--- src/rtl/b_bop_iter.sv ---
// rtl/b_bop_iter.sv - iterative bitwise 3-input LUT operator with pass feedback
//
// Purpose:
//   Applies an 8-entry truth table bit-by-bit to three operand vectors
//   (rd, rs1, rs2), SLICE bits per cycle. The result is fed back as rd and
//   the table is applied again, for "passes" passes in total.
//
// Ports:
//   g_clk      - clock, rising edge
//   g_resetn   - asynchronous active-low reset
//   in_valid   - request present
//   in_ready   - high in IDLE; request taken on in_valid && in_ready
//   rd/rs1/rs2 - WIDTH-bit operands
//   lut        - truth table, output bit = lut[{rd[i], rs2[i], rs1[i]}]
//   passes     - number of LUT applications (0 returns rd unchanged)
//   flush      - synchronous abort, wins over accept and complete
//   out_valid  - high in DONE
//   out_ready  - result consumed on out_valid && out_ready
//   result     - working register contents

module b_bop_iter #(
    parameter int WIDTH = 32,
    parameter int SLICE = 8,
    parameter int PW    = 4
) (
    input  logic             g_clk,
    input  logic             g_resetn,
    input  logic             in_valid,
    output logic             in_ready,
    input  logic [WIDTH-1:0] rd,
    input  logic [WIDTH-1:0] rs1,
    input  logic [WIDTH-1:0] rs2,
    input  logic [7:0]       lut,
    input  logic [PW-1:0]    passes,
    input  logic             flush,
    output logic             out_valid,
    input  logic             out_ready,
    output logic [WIDTH-1:0] result
);

    generate
        if (SLICE < 1 || (WIDTH % SLICE) != 0) begin : g_bad_slice
            $error("b_bop_iter: WIDTH must be a non-zero multiple of SLICE");
        end
    endgenerate

    localparam int NSL = WIDTH / SLICE;
    localparam int SW  = (NSL > 1) ? $clog2(NSL) : 1;
    localparam logic [SW-1:0] S_LAST = SW'(NSL - 1);

    typedef enum logic [1:0] {
        IDLE = 2'd0,
        RUN  = 2'd1,
        DONE = 2'd2
    } state_t;

    state_t           r_state;
    state_t           w_state_nxt;
    logic [WIDTH-1:0] r_acc;
    logic [WIDTH-1:0] r_rs1;
    logic [WIDTH-1:0] r_rs2;
    logic [7:0]       r_lut;
    logic [SW-1:0]    r_s;
    logic [PW-1:0]    r_p;
    logic [WIDTH-1:0] w_acc_nxt;
    logic             w_last;
    logic             w_accept;

    assign in_ready  = (r_state == IDLE);
    assign out_valid = (r_state == DONE);
    assign result    = r_acc;
    assign w_last    = (r_s == S_LAST);
    assign w_accept  = in_valid && (r_state == IDLE);

    // Only the slice selected by r_s is rewritten; other slices keep the
    // value from the previous pass, so each bit sees its own prior result.
    always_comb begin
        w_acc_nxt = r_acc;
        for (int k = 0; k < NSL; k++) begin
            if (r_s == SW'(k)) begin
                for (int j = 0; j < SLICE; j++) begin
                    w_acc_nxt[k*SLICE + j] =
                        r_lut[{r_acc[k*SLICE + j], r_rs2[k*SLICE + j], r_rs1[k*SLICE + j]}];
                end
            end
        end
    end

    always_ff @(posedge g_clk or negedge g_resetn) begin
        if (!g_resetn) begin
            r_state <= IDLE;
        end else begin
            r_state <= w_state_nxt;
        end
    end

    always_comb begin
        w_state_nxt = r_state;
        if (flush) begin
            w_state_nxt = IDLE;
        end else begin
            case (r_state)
                IDLE: begin
                    if (in_valid) begin
                        w_state_nxt = (passes != '0) ? RUN : DONE;
                    end
                end
                RUN: begin
                    // r_p is at least 1 in RUN; the last slice of the last pass ends the run
                    if (w_last && r_p <= PW'(1)) begin
                        w_state_nxt = DONE;
                    end
                end
                DONE: begin
                    if (out_ready) begin
                        w_state_nxt = IDLE;
                    end
                end
                default: w_state_nxt = IDLE;
            endcase
        end
    end

    always_ff @(posedge g_clk or negedge g_resetn) begin
        if (!g_resetn) begin
            r_acc <= '0;
            r_rs1 <= '0;
            r_rs2 <= '0;
            r_lut <= '0;
            r_s   <= '0;
            r_p   <= '0;
        end else if (flush) begin
            r_acc <= '0;
            r_s   <= '0;
            r_p   <= '0;
        end else if (w_accept) begin
            r_acc <= rd;
            r_rs1 <= rs1;
            r_rs2 <= rs2;
            r_lut <= lut;
            r_s   <= '0;
            r_p   <= passes;
        end else if (r_state == RUN) begin
            r_acc <= w_acc_nxt;
            if (w_last) begin
                r_s <= '0;
                // Count down only while more passes remain, so an all-ones
                // pass count never wraps.
                if (r_p > PW'(1)) begin
                    r_p <= r_p - PW'(1);
                end
            end else begin
                r_s <= r_s + SW'(1);
            end
        end
    end

endmodule

--- config.mk ---
export PLATFORM = sky130hd
export DESIGN_NAME = b_bop_iter
export DESIGN_NICKNAME = d
export VERILOG_FILES = /design/src/rtl/b_bop_iter.sv
export SDC_FILE = /design/constraint.sdc
export NUM_CORES = 1
export LEC_CHECK = 0
export CAP_MARGIN = 20
export CORE_AREA = 2 2 142 144
export CTS_BUF_LIST = sky130_fd_sc_hd__clkbuf_8
export DETAILED_ROUTE_END_ITERATION = 12
export DIE_AREA = 0 0 144 146
export GPL_ROUTABILITY_DRIVEN = 0
export HOLD_SLACK_MARGIN = 0.12
export PLACE_DENSITY = 0.64
export SLEW_MARGIN = 20
export SYNTH_ARGS = -nofsm -noshare
export SYNTH_HDL_FRONTEND = slang
export SYNTH_SLANG_ARGS = --single-unit
--- constraint.sdc ---
create_clock -name g_clk -period 4.21 [get_ports g_clk]
set_input_delay 0.842 -clock g_clk [delete_from_list [all_inputs] [get_ports g_clk]]
set_output_delay 0.842 -clock g_clk [all_outputs]
set_load 0.02 [all_outputs]
**Yosys cells after proc, flatten, opt, wreduce, memory -nomap -nowiden**

Cells that the tools add are included.

- Equality and inequality tests: 8
- Reduce and logical (&&, ||, !) cells: 18
- Order comparisons: 34
- Mux-type cells: 86
- Bitwise gates (word level): 1
- $add $sub $neg: 2

Operators by type and width:

| kind | count |
|---|---|
| less-than comparator 3 x 4 -> 1 bit (second input constant) | 32 |
| binary-select mux 1 bit (select 3 bit) | 32 |
| 2-to-1 mux 32 bit | 3 |
| 2-to-1 mux 1 bit | 32 |
| 2-to-1 mux 8 bit | 4 |
| 2-to-1 mux 4 bit | 5 |
| 2-to-1 mux 2 bit | 9 |
| nonzero test 3 bit | 6 |
| AND reduction 2 bit | 5 |
| equality test 2 bit (second input constant) | 3 |
| != test 3 x 2 -> 1 bit (second input constant) | 2 |
| case mux 2 bit (3 select lines) | 1 |
| AND reduction 3 bit | 2 |
| equality test 2 x 1 -> 1 bit (second input constant) | 2 |
| greater-than comparator 4 x 1 -> 1 bit (second input constant) | 1 |
| less-or-equal comparator 4 x 1 -> 1 bit (second input constant) | 1 |
| zero test 2 bit | 2 |
| nonzero test 4 bit | 1 |
| subtractor 4 x 1 -> 4 bit (second input constant) | 1 |
| != test 3 bit (second input constant) | 1 |
| adder 2 x 1 -> 2 bit (second input constant) | 1 |
| logical AND 1 bit | 2 |
| NOT 1 bit | 1 |

- Register bits: 112
- Output and inout port bits: 34
- Logic and storage cells: 159
- Input port bits: 113

**Logic depth before layout (Yosys ltp)**

Gate-level depths: netlist of run 1.

- Word-level depth: 6
- Depth in mapped cells: 7
- Gate-level depth less buffers: 5

**Worst setup path before layout of run 1**

Ideal clock, no wire load.

- Path kind: input -> register
- Start: input in_valid
- End: register r_lut[0]
- Arrival time: 2.061 ns
- Path buffers: 2
- Path slack: 2.024 ns
- Stages on the path: 5
- Library setup time: 0.125 ns
- Data required time: 4.085 ns
- Path through: buf_2 -> or3b_4 -> nor2_8 -> buf_4 -> mux2_2

- Word-level cells in the longest chain between the ends: 2

RTL lines:

| item | line | text |
|---|---|---|
| start, declared | 28 | `input logic in_valid,` |
| logical AND 1 bit | 73 | `assign w_accept = in_valid && (r_state == IDLE);` |
| AND reduction 2 bit (no line) | - |  |
| end signal, assigned | 140 | `r_lut <= lut;` |
| end, declared | 62 | `logic [7:0] r_lut;` |

No other way between the ends.
A chain may end at the register's enable or synchronous reset.

**Worst setup path in the final report of run 1**

- Start: input in_valid
- End: register r_rs1[27]

- Word-level cells in the longest chain between the ends: 2

RTL lines:

| item | line | text |
|---|---|---|
| logical AND 1 bit | 73 |  |
| AND reduction 2 bit (no line) | - |  |
| end signal, assigned | 138 | `r_rs1 <= rs1;` |
| end, declared | 60 | `logic [WIDTH-1:0] r_rs1;` |

No other way between the ends.

==> Flow_metrics.wiki, run 1 <==
{| class="wikitable"
! Metric !! Value
|-
| Via count of the first global-routing pass || 5,253
|-
| Wire length of the first global-routing pass || 29.3 mm
|-
| Max cap viols || 0
|-
| M1 GR Usage || 0.243
|-
| Overall Power || 0.00376 W
|-
| Setup slack, reg-to-reg || 1.99 ns
|-
| Number of iterations in the first detailed-routing pass || 4
|-
| H-tree depth || 3
|-
| Flip-flop and latch area || 2800 um2
|-
| Number of CTS-inserted buffers || 9
|-
| Global Route met2 Usage || 0.298
|-
| Antenna cells || 0
|-
| Worst Path Max Fanout || 65
|-
| Dpl hpwl || 12.4 mm
|-
| Max Fclk || 0.353 GHz
|-
| Initial core utilization || 0.349
|-
| Share of the yosys chip area belonging to registers || 0.415
|-
| Die span in y || 146 um
|-
| Area enclosed by the die boundary || 21,000 um2
|-
| Latest clock arrival within the worst-skew pair || 0.39 ns
|-
| Worst setup slack after layout || 1.38 ns
|-
| Final #Nets || 719
|-
| Placeable core region || 19,300 um2
|-
| Total track usage || 0.180
|-
| Clock tree from TritonCTS || built
|-
| Max Slew Vio Count || 0
|-
| Detailed-route vias per instance || 5.52
|-
| Post_cts resized || 0
|-
| Flop and latch count out of synthesis || 112
|-
| Number of hold violations in the final report || 0
|-
| Final-layout setup total negative slack || 0 ns
|-
| Net count after synthesis || 595
|-
| Synth Area per Inst || 14.2 um2
|-
| GR met3 Demand/Resource || 0.0365
|-
| Max rail drop VDD || 166 uV
|-
| Number of cells on the worst hold path || 1
|-
| Arrival time of data at the critical path endpoint || 3.10 ns
|-
| Combined area of the multi-input logic cells || 3680 um2
|-
| Clock Power Share || 0.159
|-
| DRC errors left || 0
|-
| Iteration-0 DRC Markers || 258
|-
| Post-route antenna net violation count || 0
|-
| Clock-pin slew on the worst setup and hold paths || 0.11 ns
|-
| # setup viols final || 0
|-
| Final standard cell count with taps included and fillers excluded || 870
|-
| Via count of the routed design || 4,800
|-
| Total wirelength of the detailed-routed design || 18.7 mm
|-
| RSZ-0062 raised after global routing || false
|-
| Time the worst path needs with I/O delays and setup || 2.83 ns
|-
| Post-synth cell types || 36
|-
| Final core area utilization || 0.445
|-
| Cell internal power dissipation || 0.00249 W
|-
| Fraction of layout cells with a size suffix above 1 || 0.393
|-
| Share of power burned in combinational logic || 0.429
|-
| Number of buffers added for setup after CTS || 0
|-
| Number of filler instances in the final layout || 1,753
|-
| Antenna violations before repair || 0
|-
| Relative max-transition margin || 0.289
|-
| Net Sw Frac || 0.339
|-
| Cell area after technology mapping || 6750 um2
|-
| Run status || finished clean
|-
| Place WS || 0.978 ns
|-
| Gate count after technology mapping || 476
|-
| Kind of start point of the critical path || primary input
|-
| Actual transition at the worst max-transition pin || 1.07 ns
|-
| Root buffer cell || sky130_fd_sc_hd__clkbuf_8
|-
| X dimension of the die || 144 um
|-
| Inst Count DP || 854
|-
| IO buf count || 146
|-
| I/O pin count || 147
|-
| Leakage || 3.22 nW
|-
| Number of warnings printed during yosys synthesis || 0
|-
| Required time of the worst setup path || 4.48 ns
|-
| Max Buffers Root-to-Sink || 2
|-
| GRT Residual Overflow || 0
|-
| Number of buffers added to fix hold violations after cts || 0
|-
| Count of standard-cell rows || 51
|-
| Path type of the worst setup path || in -> reg
|-
| Routed length per placed instance || 21.5 um
|-
| Share of total power in sequential cells || 0.412
|-
| Syn-to-layout area delta || 27.4%
|-
| Worst Setup End Kind || register
|-
| Largest clock skew in the final design || 0.0177 ns
|-
| GRT Max-Usage Layer || met2
|-
| # clock sinks || 112
|-
| Hold Path Class || reg -> reg
|-
| Maximum number of pins on one net before global-route repair || 67
|-
| Final period util || 0.673
|-
| Worst reg-to-reg path cell count || 5
|-
| Net switching component of the power || 0.00127 W
|-
| Power per standard cell area || 438 nW/um2
|}
==> logic make-up (layout without fill, tap and decap cells) <==
group / after synthesis / after routing / synth area share
flops: 112 / 112 / 0.415
compound gates: 84 / 84 / 0.105
simple gates: 50 / 50 / 0.0352
buf+inv: 52 / 181 / 0.0401
fa+ha+maj: 6 / 6 / 0.0111
xor+xnor: 1 / 1 / 0.00130
mux: 171 / 171 / 0.392
==> final timing paths <==
| path | start | to |
|---|---|---|
| max | in_valid | r_rs1[27] |
| min | r_lut[6] | r_lut[6] |
| max reg2reg | r_s[0] | r_p[2] |
| min reg2reg | r_lut[6] | r_lut[6] |
| max in group asynchronous | g_resetn | r_s[0] |
| min in group asynchronous | g_resetn | result[14] |
==> worst max-delay path: stages <==
cell and delay [ns]:
sky130_fd_sc_hd__clkdlybuf4s50_1 0.64, sky130_fd_sc_hd__or3b_4 0.46, sky130_fd_sc_hd__nor2_8 0.35, sky130_fd_sc_hd__buf_12 0.38, sky130_fd_sc_hd__mux2_2 0.38
==> stage by stage <==
step / hold slack (ns) / area (um2)
floorplan: 0.490 / 6750
global placement: 0.492 / 8420
detailed placement: 0.502 / 8420
CTS: 0.527 / 8590
global route: 0.547 / 8590
finish: 0.522 / 8590
==> layer usage <==
| layer | up-vias | share of wire |
|---|---|---|
| li1 | 2089 | - |
| met1 | 2488 | 0.42 |
| met2 | 204 | 0.49 |
| met3 | 19 | 0.081 |
| met4 | 0 | 0.011 |
| met5 | - | 0 |
==> state kept, by name, summed over array words and instances (netlist names) <==
signal / cells
r_p: 4
r_state: 2
r_rs2: 32
r_s: 2
r_lut: 8
r_rs1: 32
result: 32
==> power by group through the flow <==
stage / sequential (W) / combinational, W / clock (W)
4_1_cts: 0.00155 / 0.00162 / 0.000632
2_1_floorplan: 0.00159 / 0.00106 / 0
3_3_place_gp: 0.00155 / 0.00157 / 0
5_1_grt: 0.00159 / 0.00172 / 0.000677
6_report: 0.00155 / 0.00161 / 0.000599
3_5_place_dp: 0.00158 / 0.00162 / 0
==> Yosys cell counts <==
library cell                  n  area share
sky130_fd_sc_hd__buf_8        3      0.0067
sky130_fd_sc_hd__buf_4        8      0.0089
sky130_fd_sc_hd__nand2b_1     2      0.0019
sky130_fd_sc_hd__nor2_1      37       0.021
sky130_fd_sc_hd__a32oi_1      2      0.0026
sky130_fd_sc_hd__a21o_1       1      0.0011
sky130_fd_sc_hd__nor4_1       1     0.00093
sky130_fd_sc_hd__nor3_1       2      0.0015
sky130_fd_sc_hd__mux2_2     105        0.18
sky130_fd_sc_hd__or3b_4       1      0.0017
sky130_fd_sc_hd__a31oi_1      1     0.00093
sky130_fd_sc_hd__o2111ai_1    1      0.0013
sky130_fd_sc_hd__inv_1        6      0.0033
sky130_fd_sc_hd__buf_2        9      0.0067
sky130_fd_sc_hd__xnor2_1      1      0.0013
sky130_fd_sc_hd__o2bb2ai_1    2      0.0026
sky130_fd_sc_hd__or4_1        1      0.0011
sky130_fd_sc_hd__a221o_1      3      0.0045
sky130_fd_sc_hd__nor2b_1      2      0.0019
sky130_fd_sc_hd__dfrtp_1    112        0.42
sky130_fd_sc_hd__a22oi_1     16       0.018
sky130_fd_sc_hd__o21ai_0      2      0.0015
sky130_fd_sc_hd__nor2_8       1      0.0030
sky130_fd_sc_hd__a21oi_2     18       0.023
sky130_fd_sc_hd__o21bai_1     1      0.0011
sky130_fd_sc_hd__nand3b_1     1      0.0011
sky130_fd_sc_hd__o211ai_1     1      0.0011
sky130_fd_sc_hd__a21oi_1     18       0.013
sky130_fd_sc_hd__mux4_2      64        0.21
sky130_fd_sc_hd__ha_1         6       0.011
sky130_fd_sc_hd__a22oi_2     17       0.032
sky130_fd_sc_hd__o221ai_2     1      0.0022
sky130_fd_sc_hd__nand2_1      1     0.00056
sky130_fd_sc_hd__mux2i_1      2      0.0030
sky130_fd_sc_hd__clkbuf_1    26       0.014
sky130_fd_sc_hd__nor3b_1      1      0.0011
==> cell type report <==
| cell class | count | share of cell area |
|---|---|---|
| clock inverters | 7 | 0.00553 |
| well taps | 265 | 0.0386 |
| inverters | 6 | 0.00262 |
| repair buffers | 159 | 0.184 |
| flip-flops and latches | 112 | 0.326 |
| multi-input cells | 312 | 0.429 |
| clock buffers | 9 | 0.0144 |
==> layout by cell type, fill, tap and decap left out, drive strengths merged, types with 7 or more instances in the layout <==
| master | count |
|---|---|
| clkdlybuf4s50 | 145 |
| dfrtp | 112 |
| mux2 | 105 |
| mux4 | 64 |
| nor2 | 38 |
| a21oi | 36 |
| a22oi | 33 |
| buf | 14 |
| clkbuf | 9 |
| inv | 7 |
No activity file was read; power rests on OpenSTA's default activity.
==> run 2: changes to the inputs <==
clock period = 2.7 ns   (was 4.21 ns; I/O delays follow)
==> Flow_metrics.wiki, run 2 (synthesized netlist as in run 1, its figures left out) <==
{| class="wikitable"
! Metric !! Value
|-
| Share of total power in sequential cells || 0.412 (about the same)
|-
| Via count of the routed design || 4,823 (+0.48%)
|-
| Highest-count cells in the layout ignoring fill and taps || 145 x sky130_fd_sc_hd__clkdlybuf4s50_1, 109 x sky130_fd_sc_hd__dfrtp_1, 105 x sky130_fd_sc_hd__mux2_2, 64 x sky130_fd_sc_hd__mux4_2, 37 x sky130_fd_sc_hd__nor2_1
|-
| Max Buffers Root-to-Sink || 2 (unchanged)
|-
| Number of CTS-inserted buffers || 9 (unchanged)
|-
| Leakage || 3.28 nW (+1.8%)
|-
| Initial core utilization || 0.349 (unchanged)
|-
| H-tree depth || 3 (unchanged)
|-
| I/O pin count || 147 (unchanged)
|-
| Setup slack, reg-to-reg || 0.62 ns (-1.37 ns)
|-
| Number of cells on the worst hold path || 1 (unchanged)
|-
| Final-layout setup total negative slack || 0 ns (unchanged)
|-
| HP Start || r_rs2[24]
|-
| Sink of the worst hold path || r_rs2[24]
|-
| Syn-to-layout area delta || 29.6%
|-
| Antenna cells || 0 (unchanged)
|-
| # clock sinks || 112 (unchanged)
|-
| Worst-path cell chain || nor2_1 -> clkdlybuf4s50_1
|-
| Post-route cell area || 8740 um2 (+1.7%)
|-
| Iteration-0 DRC Markers || 346 (+34%)
|-
| Latest clock arrival within the worst-skew pair || 0.41 ns (+0.02 ns)
|-
| Count of standard-cell rows || 51 (unchanged)
|-
| Combined area of the multi-input logic cells || 3680 um2 (unchanged)
|-
| Relative max-transition margin || 0.426 (+0.136)
|-
| Worst Path Max Fanout || 8 (-88%)
|-
| Arrival time of data at the critical path endpoint || 1.71 ns (-1.39 ns)
|-
| Hold_ws || 0.531 ns (+0.00970 ns)
|-
| Total wirelength of the detailed-routed design || 18.7 mm (+0.25%)
|-
| Via count of the first global-routing pass || 5,196 (-1.1%)
|-
| Post_cts resized || 0 (unchanged)
|-
| Number of hold violations in the final report || 0 (unchanged)
|-
| Most common library cell in the layout ignoring fill and taps || sky130_fd_sc_hd__clkdlybuf4s50_1
|-
| Placeable core region || 19,300 um2 (unchanged)
|-
| Hold Path Class || reg -> reg
|-
| Run status || finished clean
|-
| Instance area after placement || 8500 um2 (+0.91%)
|-
| Wire length of the first global-routing pass || 29.8 mm (+2.0%)
|-
| Clock tree from TritonCTS || built
|-
| X dimension of the die || 144 um (unchanged)
|-
| Final #Nets || 723 (+0.56%)
|-
| DRC errors left || 0 (unchanged)
|-
| Max cap viols || 0 (unchanged)
|-
| Number of filler instances in the final layout || 1,741 (-0.68%)
|-
| RSZ-0062 raised after global routing || false
|-
| Worst reg-to-reg path cell count || 5 (unchanged)
|-
| Path type of the worst setup path || reg -> out
|-
| Total track usage || 0.185 (+0.00513)
|-
| Worst setup slack after layout || 0.447 ns (-0.932 ns)
|-
| Crit-path max cell delay || 0.65 ns (about the same)
|-
| Worst Setup End Kind || output pin
|-
| Die span in y || 146 um (unchanged)
|-
| Cell with the largest stage delay on the worst path || sky130_fd_sc_hd__clkdlybuf4s50_1
|-
| Required time of the worst setup path || 2.16 ns (-2.32 ns)
|-
| Root buffer cell || sky130_fd_sc_hd__clkbuf_8
|-
| Clock-pin slew on the worst setup and hold paths || 0.11 ns (about the same)
|-
| Net switching component of the power || 0.00203 W (+59%)
|-
| Final period util || 0.835
|-
| Fraction of layout cells with a size suffix above 1 || 0.401 (+0.00727)
|-
| Number of iterations in the first detailed-routing pass || 5 (+1)
|-
| Net Sw Frac || 0.332 (-0.00711)
|-
| Flip-flop and latch area || 2810 um2 (+0.13%)
|-
| Routed length per placed instance || 21.4 um (-0.21%)
|-
| Actual transition at the worst max-transition pin || 0.861 ns (-0.204 ns)
|-
| Dpl hpwl || 12.4 mm (about the same)
|-
| IO buf count || 146 (unchanged)
|-
| Max Fclk || 0.444 GHz
|-
| Number of buffer and inverter stages on the critical path || 1 (-1)
|-
| Kind of start point of the critical path || register
|-
| Detailed-route vias per instance || 5.52 (about the same)
|-
| Max Slew Vio Count || 0 (unchanged)
|-
| Clock Power Share || 0.194 (+0.035)
|-
| Place WS || 0.354 ns (-0.624 ns)
|-
| Power per standard cell area || 699 nW/um2 (+60%)
|-
| Share of power burned in combinational logic || 0.394 (-0.035)
|-
| Maximum number of pins on one net before global-route repair || 42 (-37%)
|-
| GRT Residual Overflow || 0 (unchanged)
|-
| Endpoint of the worst-slack reg-to-reg timing path || result[10]
|-
| Largest clock skew in the final design || 0.0179 ns (+0.000205 ns)
|-
| Max rail drop VDD || 272 uV (+64%)
|-
| Cell internal power dissipation || 0.00409 W (+64%)
|-
| CP top delay family || buffers and inverters
|-
| Time the worst path needs with I/O delays and setup || 2.25 ns
|-
| Area enclosed by the die boundary || 21,000 um2 (unchanged)
|-
| Post-route antenna net violation count || 0 (unchanged)
|-
| # setup viols final || 0 (unchanged)
|-
| Reg-to-reg critical path startpoint || r_lut[0]
|-
| Antenna violations before repair || 0 (unchanged)
|}
-- run 2: cell types whose count changed in the layout (fill, tap and decap cells not counted), moves of 2 or more --
| cell | delta |
|---|---|
| sky130_fd_sc_hd__bufinv_16 | +2 |
| sky130_fd_sc_hd__inv_6 | +2 |
| sky130_fd_sc_hd__dfrtp_1 | -3 |
| sky130_fd_sc_hd__buf_12 | +4 |
| sky130_fd_sc_hd__clkinv_2 | -4 |
| sky130_fd_sc_hd__dfrtp_2 | +3 |
-- run 2: area by class of cell --
type                       instances  share of cell area
clock inverter                     7              0.0127
timing repair buffer             163               0.190
tap                              265              0.0379
multi-input combinational        312               0.421
sequential                       112               0.321
inverter                           6             0.00258
clock buffer                       9              0.0142
-- run 2: what timing repair did --
item                      4_1_cts  5_1_grt
hold endpoints to repair        1        0
hold buffers                    1        0
buffers inserted                0        0
-- run 2: worst max-delay path by stage --
stage | cells past startpoint | slack, ns | end | from
global placement | 5 | 0.37 | r_rs1[20] | in_valid
detailed placement | 5 | 0.35 | r_rs1[22] | in_valid
floorplan | 5 | 0.82 | r_lut[0] | in_valid
finish | 2 | 0.45 | in_ready | r_state[0]
CTS | 2 | 0.40 | in_ready | r_state[0]
global route | 2 | 0.34 | in_ready | r_state[0]
-- run 2: per-stage QoR --
step	util	instances	total power [W]
3_5_place_dp	0.440	857	0.00497
5_1_grt	0.452	874	0.00649
3_3_place_gp	0.439	857	0.00488
2_1_floorplan	-	476	0.00413
6_report	0.452	874	0.00612
4_1_cts	0.452	874	0.00618
-- run 2: layer usage --
metal,track usage,share of wire
met3,0.0355,0.075
met5,0,0
met2,0.300,0.49
met1,0.259,0.43
met4,0.0397,0.0084
-- run 2: power groups by stage --
stage                     sequential, W  clock [W]  combinational (W)
final                           0.00252    0.00119            0.00241
after global routing            0.00259    0.00131            0.00258
after CTS                       0.00253    0.00123            0.00243
after detailed placement        0.00256          0            0.00241
after global placement          0.00253          0            0.00236
after floorplan                 0.00248          0            0.00165
